[src/rtl/hls_fp17_to_fp16_pkg.sv]
// Shared widths, exponent thresholds and class encoding for the fp17 -> fp16 converter.
// The subnormal class is only produced when HLS_FP17_TO_FP16_DENORM_EN is defined.
package hls_fp17_to_fp16_pkg;

    localparam int FP17_EXP_W   = 6;
    localparam int FP16_EXP_W   = 5;
    localparam int MANT_W       = 10;
    localparam int FP17_W       = 1 + FP17_EXP_W + MANT_W;
    localparam int FP16_W       = 1 + FP16_EXP_W + MANT_W;

    localparam int FP17_BIAS    = 31;
    localparam int FP16_BIAS    = 15;
    localparam int EXP_NORM_MIN = 17;
    localparam int EXP_OVF_MIN  = 47;
    localparam int EXP_SPECIAL  = 63;

    // Right shifts at or beyond this leave nothing that can round up to 1.
    localparam int SUBN_ZERO_SH = MANT_W + 2;

    typedef enum logic [2:0] {
        ZERO,
        NORM,
        SUBN,
        INF,
        NAN
    } fp_class_t;

    typedef struct packed {
        fp_class_t              cls;
        logic                   sign;
        logic [FP16_EXP_W-1:0]  exp;
        logic [MANT_W-1:0]      mant;
    } s1_t;

    function automatic fp_class_t classify(input logic [FP17_EXP_W-1:0] e, input logic mant_nz);
        if (e == FP17_EXP_W'(EXP_SPECIAL)) return mant_nz ? NAN : INF;
        if (e == '0)                       return ZERO;
        if (e >= FP17_EXP_W'(EXP_OVF_MIN)) return INF;
        if (e >= FP17_EXP_W'(EXP_NORM_MIN)) return NORM;
`ifdef HLS_FP17_TO_FP16_DENORM_EN
        return SUBN;
`else
        return ZERO;
`endif
    endfunction

endpackage

[src/rtl/hls_fp17_to_fp16_denorm_rnd.sv]
// Combinational subnormal shifter with round-to-nearest-even.
// Used only when HLS_FP17_TO_FP16_DENORM_EN is defined.
module hls_fp17_to_fp16_denorm_rnd
    import hls_fp17_to_fp16_pkg::*;
(
    input  logic [MANT_W:0] mant_full,
    input  logic [4:0]      sh,
    output logic [MANT_W:0] q_rnd
);

    logic [MANT_W:0] q;
    logic [MANT_W:0] guard_mask;
    logic [MANT_W:0] sticky_mask;
    logic            guard;
    logic            sticky;

    // NOTE: every signal written here gets a value on every path, so no latch is inferred.
    always_comb begin
        guard_mask  = {{MANT_W{1'b0}}, 1'b1} << (sh - 5'd1);
        sticky_mask = guard_mask - {{MANT_W{1'b0}}, 1'b1};
        q           = mant_full >> sh;
        guard       = |(mant_full & guard_mask);
        sticky      = |(mant_full & sticky_mask);
        q_rnd       = q + {{MANT_W{1'b0}}, guard & (sticky | q[0])};
        if (sh >= 5'(SUBN_ZERO_SH)) begin
            q_rnd = '0;
        end
    end

endmodule

[src/rtl/hls_fp17_to_fp16_core_pipe.sv]
// Two-stage fp17 -> fp16 converter with valid/ready on both sides.
// Define HLS_FP17_TO_FP16_DENORM_EN for RNE subnormal results; otherwise they flush to zero.
module hls_fp17_to_fp16_core_pipe
    import hls_fp17_to_fp16_pkg::*;
(
    input  logic              nvdla_core_clk,
    input  logic              nvdla_core_rstn,
    input  logic              chn_a_pvld,
    output logic              chn_a_prdy,
    input  logic [FP17_W-1:0] chn_a_pd,
    output logic              chn_o_pvld,
    input  logic              chn_o_prdy,
    output logic [FP16_W-1:0] chn_o_pd
);

    logic                  in_sign;
    logic [FP17_EXP_W-1:0] in_exp;
    logic [MANT_W-1:0]     in_mant;
    logic                  s1_vld;
    logic                  s1_acc;
    logic                  s2_acc;
    s1_t                   s1_d;
    s1_t                   s1_q;
    logic [FP16_W-1:0]     pd_d;

    assign {in_sign, in_exp, in_mant} = chn_a_pd;

    assign s2_acc     = !chn_o_pvld || chn_o_prdy;
    assign s1_acc     = !s1_vld || s2_acc;
    assign chn_a_prdy = s1_acc;

    always_comb begin
        s1_d      = '0;
        s1_d.cls  = classify(in_exp, |in_mant);
        s1_d.sign = in_sign;
        s1_d.exp  = FP16_EXP_W'(in_exp - FP17_EXP_W'(FP17_BIAS - FP16_BIAS));
        s1_d.mant = in_mant;
    end

    // NOTE: payload registers are reset too, so the output word reads zero out of reset.
    always_ff @(posedge nvdla_core_clk or negedge nvdla_core_rstn) begin
        if (!nvdla_core_rstn) begin
            s1_vld <= 1'b0;
            s1_q   <= '0;
        end else if (s1_acc) begin
            s1_vld <= chn_a_pvld;
            if (chn_a_pvld) begin
                s1_q <= s1_d;
            end
        end
    end

`ifdef HLS_FP17_TO_FP16_DENORM_EN
    logic [4:0]      s1_sh;
    logic [MANT_W:0] q_rnd;

    always_ff @(posedge nvdla_core_clk or negedge nvdla_core_rstn) begin
        if (!nvdla_core_rstn) begin
            s1_sh <= '0;
        end else if (s1_acc && chn_a_pvld) begin
            s1_sh <= 5'(FP17_EXP_W'(EXP_NORM_MIN) - in_exp);
        end
    end

    hls_fp17_to_fp16_denorm_rnd u_denorm_rnd (
        .mant_full ({1'b1, s1_q.mant}),
        .sh        (s1_sh),
        .q_rnd     (q_rnd)
    );
`endif

    always_comb begin
        pd_d = {s1_q.sign, {(FP16_W-1){1'b0}}};
        case (s1_q.cls)
            NORM: pd_d = {s1_q.sign, s1_q.exp, s1_q.mant};
            INF:  pd_d = {s1_q.sign, {FP16_EXP_W{1'b1}}, {MANT_W{1'b0}}};
            NAN:  pd_d = {s1_q.sign, {FP16_EXP_W{1'b1}}, 1'b1, s1_q.mant[MANT_W-2:0]};
`ifdef HLS_FP17_TO_FP16_DENORM_EN
            // A rounding carry into bit 10 lands in the exponent field as the minimum normal.
            SUBN: pd_d = {s1_q.sign, (FP16_W-1)'(q_rnd)};
`endif
            default: pd_d = {s1_q.sign, {(FP16_W-1){1'b0}}};
        endcase
    end

    always_ff @(posedge nvdla_core_clk or negedge nvdla_core_rstn) begin
        if (!nvdla_core_rstn) begin
            chn_o_pvld <= 1'b0;
            chn_o_pd   <= '0;
        end else if (s2_acc) begin
            chn_o_pvld <= s1_vld;
            if (s1_vld) begin
                chn_o_pd <= pd_d;
            end
        end
    end

endmodule
[config.mk]
export PLATFORM = sky130hd
export DESIGN_NAME = hls_fp17_to_fp16_core_pipe
export DESIGN_NICKNAME = d
export VERILOG_FILES = /design/src/rtl/hls_fp17_to_fp16_pkg.sv /design/src/rtl/hls_fp17_to_fp16_denorm_rnd.sv /design/src/rtl/hls_fp17_to_fp16_core_pipe.sv
export SDC_FILE = /design/constraint.sdc
export NUM_CORES = 1
export LEC_CHECK = 0
export ABC_AREA = 1
export CAP_MARGIN = 0
export CORE_MARGIN = 1.5
export CORE_UTILIZATION = 39
export CTS_BUF_LIST = sky130_fd_sc_hd__clkbuf_8 sky130_fd_sc_hd__clkbuf_16
export DETAILED_ROUTE_END_ITERATION = 8
export HOLD_SLACK_MARGIN = 0.03
export PLACE_DENSITY = 0.61
export SLEW_MARGIN = 25
export SYNTH_ARGS = -nofsm -noshare
export SYNTH_HDL_FRONTEND = slang
export SYNTH_SLANG_ARGS = --single-unit
[constraint.sdc]
create_clock -name nvdla_core_clk -period 2.2 [get_ports nvdla_core_clk]
set_input_delay 0.33 -clock nvdla_core_clk [delete_from_list [all_inputs] [get_ports nvdla_core_clk]]
set_output_delay 0.33 -clock nvdla_core_clk [all_outputs]
set_load 0.05 [all_outputs]
==> results.toml, run 1 <==
[setup_path]
cpLargestDelayFamily = "buffers and inverters"
crit_slowest_cell = "clkdlybuf4s50_1"
timing.critical_path.slowest_cell_delay_ps = 830
endpoint_kind = "output port"
cp-start-kind = "register"
list_of_cells_traversed_by_the_critical_path = "clkdlybuf4s50_1"
worst-setup-path-type = "register to output port"
path_max_fanout = 4
critPathBufInv = 1
cp_data_required_time_ps = 1870
critical_path_arrival_ps = 1520

[routing]
wl_met3_um = 114
detailroute.wirelength.met2_um = 1508
detail_route.iter0.violations = 61
route.detailed.wl_per_inst_um = 11.24
vias_per_cell = 4.558
vias = 1290
highest-signal-layer = "met4"
drt-met1-wl_um = 1538
drt-pass1-iter-count = 4
detail_route.wirelength_um = 3181
route.antenna.remaining_nets = 0
detail_route.drc_violations = 0

[synthesis]
ys_ff_latch = 37
netlist_area_sq_um = 1605
synth_compound_gate_area_share = 0.08262
synth_adder_area_share = 0
synth-simple-area-share = 0.2712
synth_mux_area_frac = 0
largest_family_of_logic_cells_by_synthesized_area = "simple AND/OR/NAND/NOR gates"
synth_nets = 212
synth-seq-area-share = 0.5768
synth-xor-area-share = 0
ys_types = 18
synth_warnings = 0
avgSynthCellArea_sq_um = 8.405
synth_top_area_frac = 0.5768
synthDominantAreaCellType = "dfrtp_1"
synth_area_leaders = "dfrtp_1 (58%), nand2_1 (18%), o21ai_0 (4.1%)"
synth_instances = 191

[final_layout]
area_growth_syn_to_layout_pct = 32.19
drive_above_1_share = 0.06867
num-nets-final = 254
layout.cell_area.non_filler_sq_um = 2122
insertedDiodeCount = 0
layoutNonFillerInstCount = 283
fillCellCount = 414

[timing]
max_slew.worst_pin.slew_ps = 516.8
max-slew-margin-rel = 0.6544
setup_viol_count_final = 0
fmaxAchievable_mhz = 539.1
totalNegativeSetupSlack_ps = 0
fin_skew_ps = 2.748
whs_ps = 459.2
layout_worst_path_cycle_share = 0.8431
unrepaired_setup_endpoints_after_global_routing = "false"
final_report_max_slew_violation_count = 0
finalHoldViolCount = 0
finalCriticalPeriod_ps = 1855

[clocking]
cts.reportedPaths.clkPinSlew_ps = 70
clock_sinks = 37
clkLatencyLatePin_ps = 280
numCtsBuffers = 5
post_cts.resized_instances = 0
htree_levels = 2
cts_setup_buffers = 0
tritoncts = "done"
ctsRootBufferMaster = "clkbuf_8"
hold_buffers_post_cts = 0
ctsLongestPathBuffers = 2

[floorplanning]
fp-row-count = 23
starting_utilization_of_the_core_area = 0.4042
design.die.area_sq_um = 4510
die_width_um = 67.16
coreArea_sq_um = 3971
die_h_um = 67.16
io-pin-count = 39

[global_route]
grt_start_max_net_pins = 38
grt_overflow_total = 0
grt.total_usage = 0.1667
grt_first_pass_wirelength_um = 5623
number_of_global_route_vias_before_repair = 1303
antenna_found_initial = 0

[place]
globalplace.congestion = 0.7843
post-place-cells = 276
placed_cell_area_sq_um = 2036
io_buffers = 38
hpwlAfterDp_um = 2394

[power_and_ir_drop]
p_total_mw = 2.009
max_vdd_drop_mv = 0.4171
power_density_nw_per_um2 = 946.5
p_leak_nw = 1.070

[hold_path]
min_path_type = "primary input to async pin"

[run]
max_cap_violations = 0

[status]
outcome = "finished clean"
[worst reg2reg max path: stages (launching register included)]
cell      delay, ps
dfrtp_1         400
nand3b_2        300
nand2_4         140
nand2_1         110
o21ai_0         170
[layout make-up]
type                    instances  area [sq um]  area share
flip-flops and latches         37         925.9      0.4363
multi-input cells             130         568.0      0.2677
repair buffers                 40         405.4      0.1910
clock buffers                   6         82.58     0.03892
inverters                      19         73.82     0.03479
well taps                      50         62.56     0.02948
clock inverters                 1         3.754    0.001769
[through the flow]
stage                     setup slack, ps    util
after floorplan                     495.5       -
after global placement              604.7  0.5126
after detailed placement            588.1  0.5126
after CTS                           329.5  0.5343
after global routing                262.0  0.5343
final                               345.2  0.5343
[final timing paths]
check | start | end | slack [ps] | depth (start not counted)
worst min-delay path | nvdla_core_rstn | s1_q[4] | 460 | 2
min in group nvdla_core_clk | chn_o_pd[1] | chn_o_pd[1] | 480 | 2
worst max register to register | s1_q[17] | chn_o_pd[4] | 990 | 4
worst min register to register | chn_o_pd[1] | chn_o_pd[1] | 480 | 2
max in group asynchronous | nvdla_core_rstn | s1_q[3] | 1410 | 2
worst max-delay path | chn_o_pvld | chn_o_pvld | 350 | 1
[layer usage]
metal / up-vias / track usage
met4: 0 / 0.04847
met1: 583 / 0.2000
li1: 678 / -
met5: - / 0
met2: 27 / 0.2921
met3: 2 / 0.04500
[sequential cells by signal, indices dropped and copies added (netlist names)]
register / cells
s1_vld: 1
chn_o_pvld: 1
s1_q: 19
chn_o_pd: 16
[synthesized netlist by cell type]
cell type,instances
dfrtp_1,37
o21ai_1,8
nand2_4,2
nor2_1,14
inv_2,1
a21oi_2,1
nand3_2,1
nand3_1,10
o21ai_0,13
o21bai_1,1
a21oi_1,1
buf_6,2
inv_4,1
o22ai_1,1
nand2_1,77
buf_2,3
inv_1,17
nand3b_2,1
[layout by cell type (no fill, tap or decap), types with 2 or more instances in the layout]
cell             instances
nand2_1                 77
dfrtp_1                 37
clkdlybuf4s50_1         37
inv_1                   18
nor2_1                  14
o21ai_0                 13
nand3_1                 10
o21ai_1                  8
clkbuf_8                 6
nand2_4                  2
buf_4                    2
[cell families after synthesis]
family,after synthesis
AND/OR/NAND/NOR,105
AO/OA/AOI/OAI,25
flip-flops,37
buffers and inverters,24
[power by group]
group          switching, mW  internal, mW
combinational          0.453         0.233
clock                  0.214         0.243
sequential            0.0641         0.801
Power figures use the tool's default switching activity.
==> inputs of run 2 (changes only) <==
==> constraint.sdc (replaced) <==
create_clock -name nvdla_core_clk -period 1.85 [get_ports nvdla_core_clk]
set_input_delay 0.2775 -clock nvdla_core_clk [delete_from_list [all_inputs] [get_ports nvdla_core_clk]]
set_output_delay 0.2775 -clock nvdla_core_clk [all_outputs]
set_load 0.05 [all_outputs]
==> run 2 against run 1 <==
Die area unchanged. Sequential cell count unchanged. Cell count rose by 0.35%. Clock skew up 4.6 ps. Sequential share of layout area shrank 0.26 points. Worst setup slack worse by 220 ps. Global-route usage stayed put. Sequential power grew 18%. Cell area is 0.59% higher. Critical endpoint is now chn_o_pd[6]. Routed wire length down 0.38%. Non-clock buffer count is the same.
==> results.toml, run 2 (synthesis gave the netlist of run 1 again) <==
[status]
outcome = "finished clean"

[final_layout]
register_area_sq_um = 925.9
max_ffs_per_register = 19
multi_input_area_sq_um = 568.0
mostFrequentLayoutCell = "nand2_1"
utilization = 0.5375
layout_common_cells = "nand2_1 (77), dfrtp_1 (37), clkdlybuf4s50_1 (36)"
num-nets-final = 254
layoutNonFillerInstCount = 284
fillCellCount = 391
largest_registers = "s1_q: 19 flops, chn_o_pd: 16 flops"
largest-register = "s1_q"
drive_above_1_share = 0.08120
insertedDiodeCount = 0
area_growth_syn_to_layout_pct = 32.97

[routing]
drt-pass1-iter-count = 4
route.detailed.wl_per_inst_um = 11.16
detail_route.iter0.violations = 106
vias = 1304
detail_route.wirelength_um = 3169
detail_route.drc_violations = 0
route.antenna.remaining_nets = 0
vias_per_cell = 4.592

[setup_path]
timing.critical_path.slowest_cell_delay_ps = 800
reg2regPathDepth = 5
worst-setup-path-type = "register to output port"
path_max_fanout = 2
cp-startpoint = "chn_o_pd[6]"
critPathBufInv = 1
cp_data_required_time_ps = 1570
endpoint_kind = "output port"
list_of_cells_traversed_by_the_critical_path = "clkdlybuf4s50_1"
critical_path_arrival_ps = 1450
cpLargestDelayFamily = "buffers and inverters"
cp-start-kind = "register"
crit_slowest_cell = "clkdlybuf4s50_1"
regToRegEndpoint = "s1_q[18]"
r2r_setup_slack_ps = 640
r2r_start = "chn_o_pvld"

[hold_path]
min_path_type = "primary input to async pin"

[place]
post-place-cells = 276
globalplace.congestion = 0.7553
io_buffers = 38
hpwlAfterDp_um = 2367

[global_route]
grt_overflow_total = 0
number_of_global_route_vias_before_repair = 1245
grt.total_usage = 0.1667
grt_start_max_net_pins = 38
antenna_found_initial = 0
grt_first_pass_wirelength_um = 5706

[clocking]
tritoncts = "done"
clkLatencyLatePin_ps = 290
ctsLongestPathBuffers = 2
post_cts.resized_instances = 0
clock_sinks = 37
ctsRootBufferMaster = "clkbuf_8"
numCtsBuffers = 5
cts_setup_buffers = 0
htree_levels = 2
cts.reportedPaths.clkPinSlew_ps = 70
hold_buffers_post_cts = 0

[timing]
totalNegativeSetupSlack_ps = 0
unrepaired_setup_endpoints_after_global_routing = "false"
fin_skew_ps = 7.345
final_report_max_slew_violation_count = 0
whs_ps = 404.9
max_slew.worst_pin.slew_ps = 521.6
fmaxAchievable_mhz = 580.5
max-slew-margin-rel = 0.6512
layout_worst_path_cycle_share = 0.9312
finalHoldViolCount = 0
setup_viol_count_final = 0
finalCriticalPeriod_ps = 1723

[floorplanning]
design.die.area_sq_um = 4510
coreArea_sq_um = 3971
io-pin-count = 39
die_h_um = 67.16
fp-row-count = 23
die_width_um = 67.16
starting_utilization_of_the_core_area = 0.4042

[run]
max_cap_violations = 0

[power_and_ir_drop]
max_vdd_drop_mv = 0.5234
p_leak_nw = 1.076
power_density_nw_per_um2 = 1150
==> run 2: cell types whose count changed in the layout (fill, tap and decap cells not counted) <==
cell	previous run	this run
clkbuf_8	6	7
buf_4	2	3
inv_1	18	17
clkinv_2	0	1
clkdlybuf4s50_1	37	36
==> run 2: worst max-delay path by stage <==
stage / end / slack [ps] / cells after the start
2_1_floorplan: s1_q[11] / 150 / 6
3_3_place_gp: s1_q[18] / 310 / 7
3_5_place_dp: s1_q[18] / 280 / 7
4_1_cts: chn_o_pd[6] / 120 / 1
5_1_grt: chn_o_pd[11] / 70 / 1
6_report: chn_o_pd[6] / 130 / 1
==> run 2: area by class of cell <==
type	instances	share of cell area
Clock buffer	7	0.04513
Clock inverter	1	0.002345
Inverter	19	0.03458
Multi-Input combinational cell	130	0.2661
Sequential cell	37	0.4338
Tap cell	50	0.02931
Timing Repair Buffer	40	0.1887
==> run 2: report_power, final <==
group	internal, mW	total, mW	switching, mW
registers	0.952	1.02	0.0707
logic	0.276	0.817	0.541
clock network	0.337	0.614	0.278
total	1.56	2.45	0.890
==> run 2: per-layer routing <==
layer / track usage / vias to the layer above / share of wire
li1: - / 677 / -
met1: 0.2313 / 587 / 0.49
met2: 0.2611 / 35 / 0.45
met3: 0.04000 / 5 / 0.040
met4: 0.04592 / 0 / 0.013
met5: 0 / - / 0
==> run 2: stage by stage <==
step | power [mW] | instance area, sq um | worst slack (ps)
floorplan | 1.566 | 1605 | 145.5
global placement | 1.857 | 2033 | 314.6
detailed placement | 1.865 | 2033 | 284.6
CTS | 2.478 | 2135 | 118.0
global route | 2.601 | 2135 | 70.66
finish | 2.454 | 2135 | 127.2
==> inputs of run 3 (changes only) <==
==> constraint.sdc (replaced) <==
create_clock -name nvdla_core_clk -period 1.85 [get_ports nvdla_core_clk]
set_input_delay 0.2775 -clock nvdla_core_clk [delete_from_list [all_inputs] [get_ports nvdla_core_clk]]
set_output_delay 0.2775 -clock nvdla_core_clk [all_outputs]
set_load 0.005 [all_outputs]
==> run 3 against run 2 <==
Sequential power hardly changed. Largest cell class unchanged. Clock skew down 2.7 ps. Hold slack improved by 3.9 ps. Count of clock-buffer cells in the layout shrank 2. Global-route usage about the same. Via count is 0.23% higher.
==> results.toml, run 3 (synthesis gave the netlist of run 1 again) <==
[routing]
detail_route.wirelength_um = 3216
route.antenna.remaining_nets = 0
vias_per_cell = 4.586
vias = 1307
detail_route.drc_violations = 0
route.detailed.wl_per_inst_um = 11.28
drt-pass1-iter-count = 4
detail_route.iter0.violations = 66

[floorplanning]
fp-row-count = 23
coreArea_sq_um = 3971
die_h_um = 67.16
die_width_um = 67.16
starting_utilization_of_the_core_area = 0.4042
io-pin-count = 39
design.die.area_sq_um = 4510

[timing]
finalCriticalPeriod_ps = 1686
fmaxAchievable_mhz = 593.3
fin_skew_ps = 4.613
setup_viol_count_final = 0
totalNegativeSetupSlack_ps = 0
max-slew-margin-rel = 0.6845
final_report_max_slew_violation_count = 0
layout_worst_path_cycle_share = 0.9111
max_slew.worst_pin.slew_ps = 473.2
finalHoldViolCount = 0
unrepaired_setup_endpoints_after_global_routing = "false"

[global_route]
antenna_found_initial = 0
grt_first_pass_wirelength_um = 5547
grt_start_max_net_pins = 38
number_of_global_route_vias_before_repair = 1240
grt_overflow_total = 0
grt.total_usage = 0.1665

[place]
io_buffers = 38
globalplace.congestion = 0.7437
placed_cell_area_sq_um = 2033
hpwlAfterDp_um = 2374

[setup_path]
endpoint_kind = "output port"
critical_path_arrival_ps = 1410
list_of_cells_traversed_by_the_critical_path = "clkdlybuf4s50_1, inv_1, nand3_2, clkdlybuf4s50_1"
cp-start-kind = "primary input"
timing.critical_path.slowest_cell_delay_ps = 510
cpLargestDelayFamily = "buffers and inverters"
worst-setup-path-type = "primary input to output port"
critPathBufInv = 3
cp_data_required_time_ps = 1570
path_common_cell = "clkdlybuf4s50_1"
crit_slowest_cell = "clkdlybuf4s50_1"
path_max_fanout = 3
r2r_setup_slack_ps = 650

[clocking]
tritoncts = "done"
cts_setup_buffers = 0
ctsLongestPathBuffers = 2
clkLatencyLatePin_ps = 290
ctsRootBufferMaster = "clkbuf_8"
cts.reportedPaths.clkPinSlew_ps = 70
numCtsBuffers = 5
hold_buffers_post_cts = 0
clock_sinks = 37
htree_levels = 2
post_cts.resized_instances = 0

[status]
outcome = "finished clean"

[power_and_ir_drop]
p_leak_nw = 1.088
max_vdd_drop_mv = 0.5820
power_density_nw_per_um2 = 1086

[run]
max_cap_violations = 0

[final_layout]
layout_common_cells = "nand2_1 (77), clkdlybuf4s50_1 (38), dfrtp_1 (37)"
fillCellCount = 401
mostFrequentLayoutCell = "nand2_1"
max_ffs_per_register = 19
largest_registers = "s1_q: 19 flops, chn_o_pd: 16 flops"
drive_above_1_share = 0.07660
layout.cell_area.non_filler_sq_um = 2167
area_growth_syn_to_layout_pct = 35.00
largest-register = "s1_q"
num-nets-final = 255
insertedDiodeCount = 0

[hold_path]
min_path_type = "primary input to async pin"
run 3: changes by cell type in the layout (fill, tap and decap cells not counted), sizes merged:
| cell | previous run | this run |
|---|---|---|
| clkbuf | 7 | 5 |
| buf | 4 | 3 |
| bufinv | 0 | 2 |
| clkdlybuf4s50 | 36 | 38 |
run 3: path summary, 6_finish.rpt:
check	from	to	cells after the start
max reg2reg	s1_q[17]	chn_o_pd[5]	4
min	nvdla_core_rstn	s1_q[15]	2
max	chn_o_prdy	chn_a_prdy	4
min in group nvdla_core_clk	chn_o_pd[1]	chn_o_pd[1]	2
min reg2reg	chn_o_pd[1]	chn_o_pd[1]	2
max in group asynchronous	nvdla_core_rstn	s1_q[12]	2
run 3: per-layer routing:
layer	vias to the layer above	track usage	share of wire
met1	596	0.2140	0.49
met4	0	0.06888	0.0078
li1	681	-	-
met3	3	0.04000	0.035
met2	27	0.2698	0.46
met5	-	0	0
run 3: layout make-up:
cell class | instances | area [sq um] | area share
clock inverter | 3 | 65.06 | 0.03002
sequential | 37 | 925.9 | 0.4273
clock buffer | 5 | 68.82 | 0.03176
tap | 50 | 62.56 | 0.02887
timing repair buffer | 41 | 402.9 | 0.1859
inverter | 19 | 73.82 | 0.03406
multi-input combinational | 130 | 568.0 | 0.2621
run 3: metrics by stage:
step | cells | utilization | setup WS, ps | hold slack (ps) | power (mW)
floorplan | 191 | - | 761.1 | -18.09 | 1.266
global placement | 277 | 0.5120 | 173.2 | 464.7 | 1.551
detailed placement | 277 | 0.5120 | 162.8 | 466.6 | 1.559
CTS | 285 | 0.5457 | 160.1 | 425.2 | 2.387
global route | 285 | 0.5457 | 95.57 | 448.4 | 2.497
finish | 285 | 0.5457 | 164.5 | 408.8 | 2.354
run 3: power breakdown:
group	leakage (nW)	internal [mW]	switching (mW)
Sequential	0.468	0.952	0.0752
Clock	0.0681	0.535	0.284
Combinational	0.552	0.274	0.234
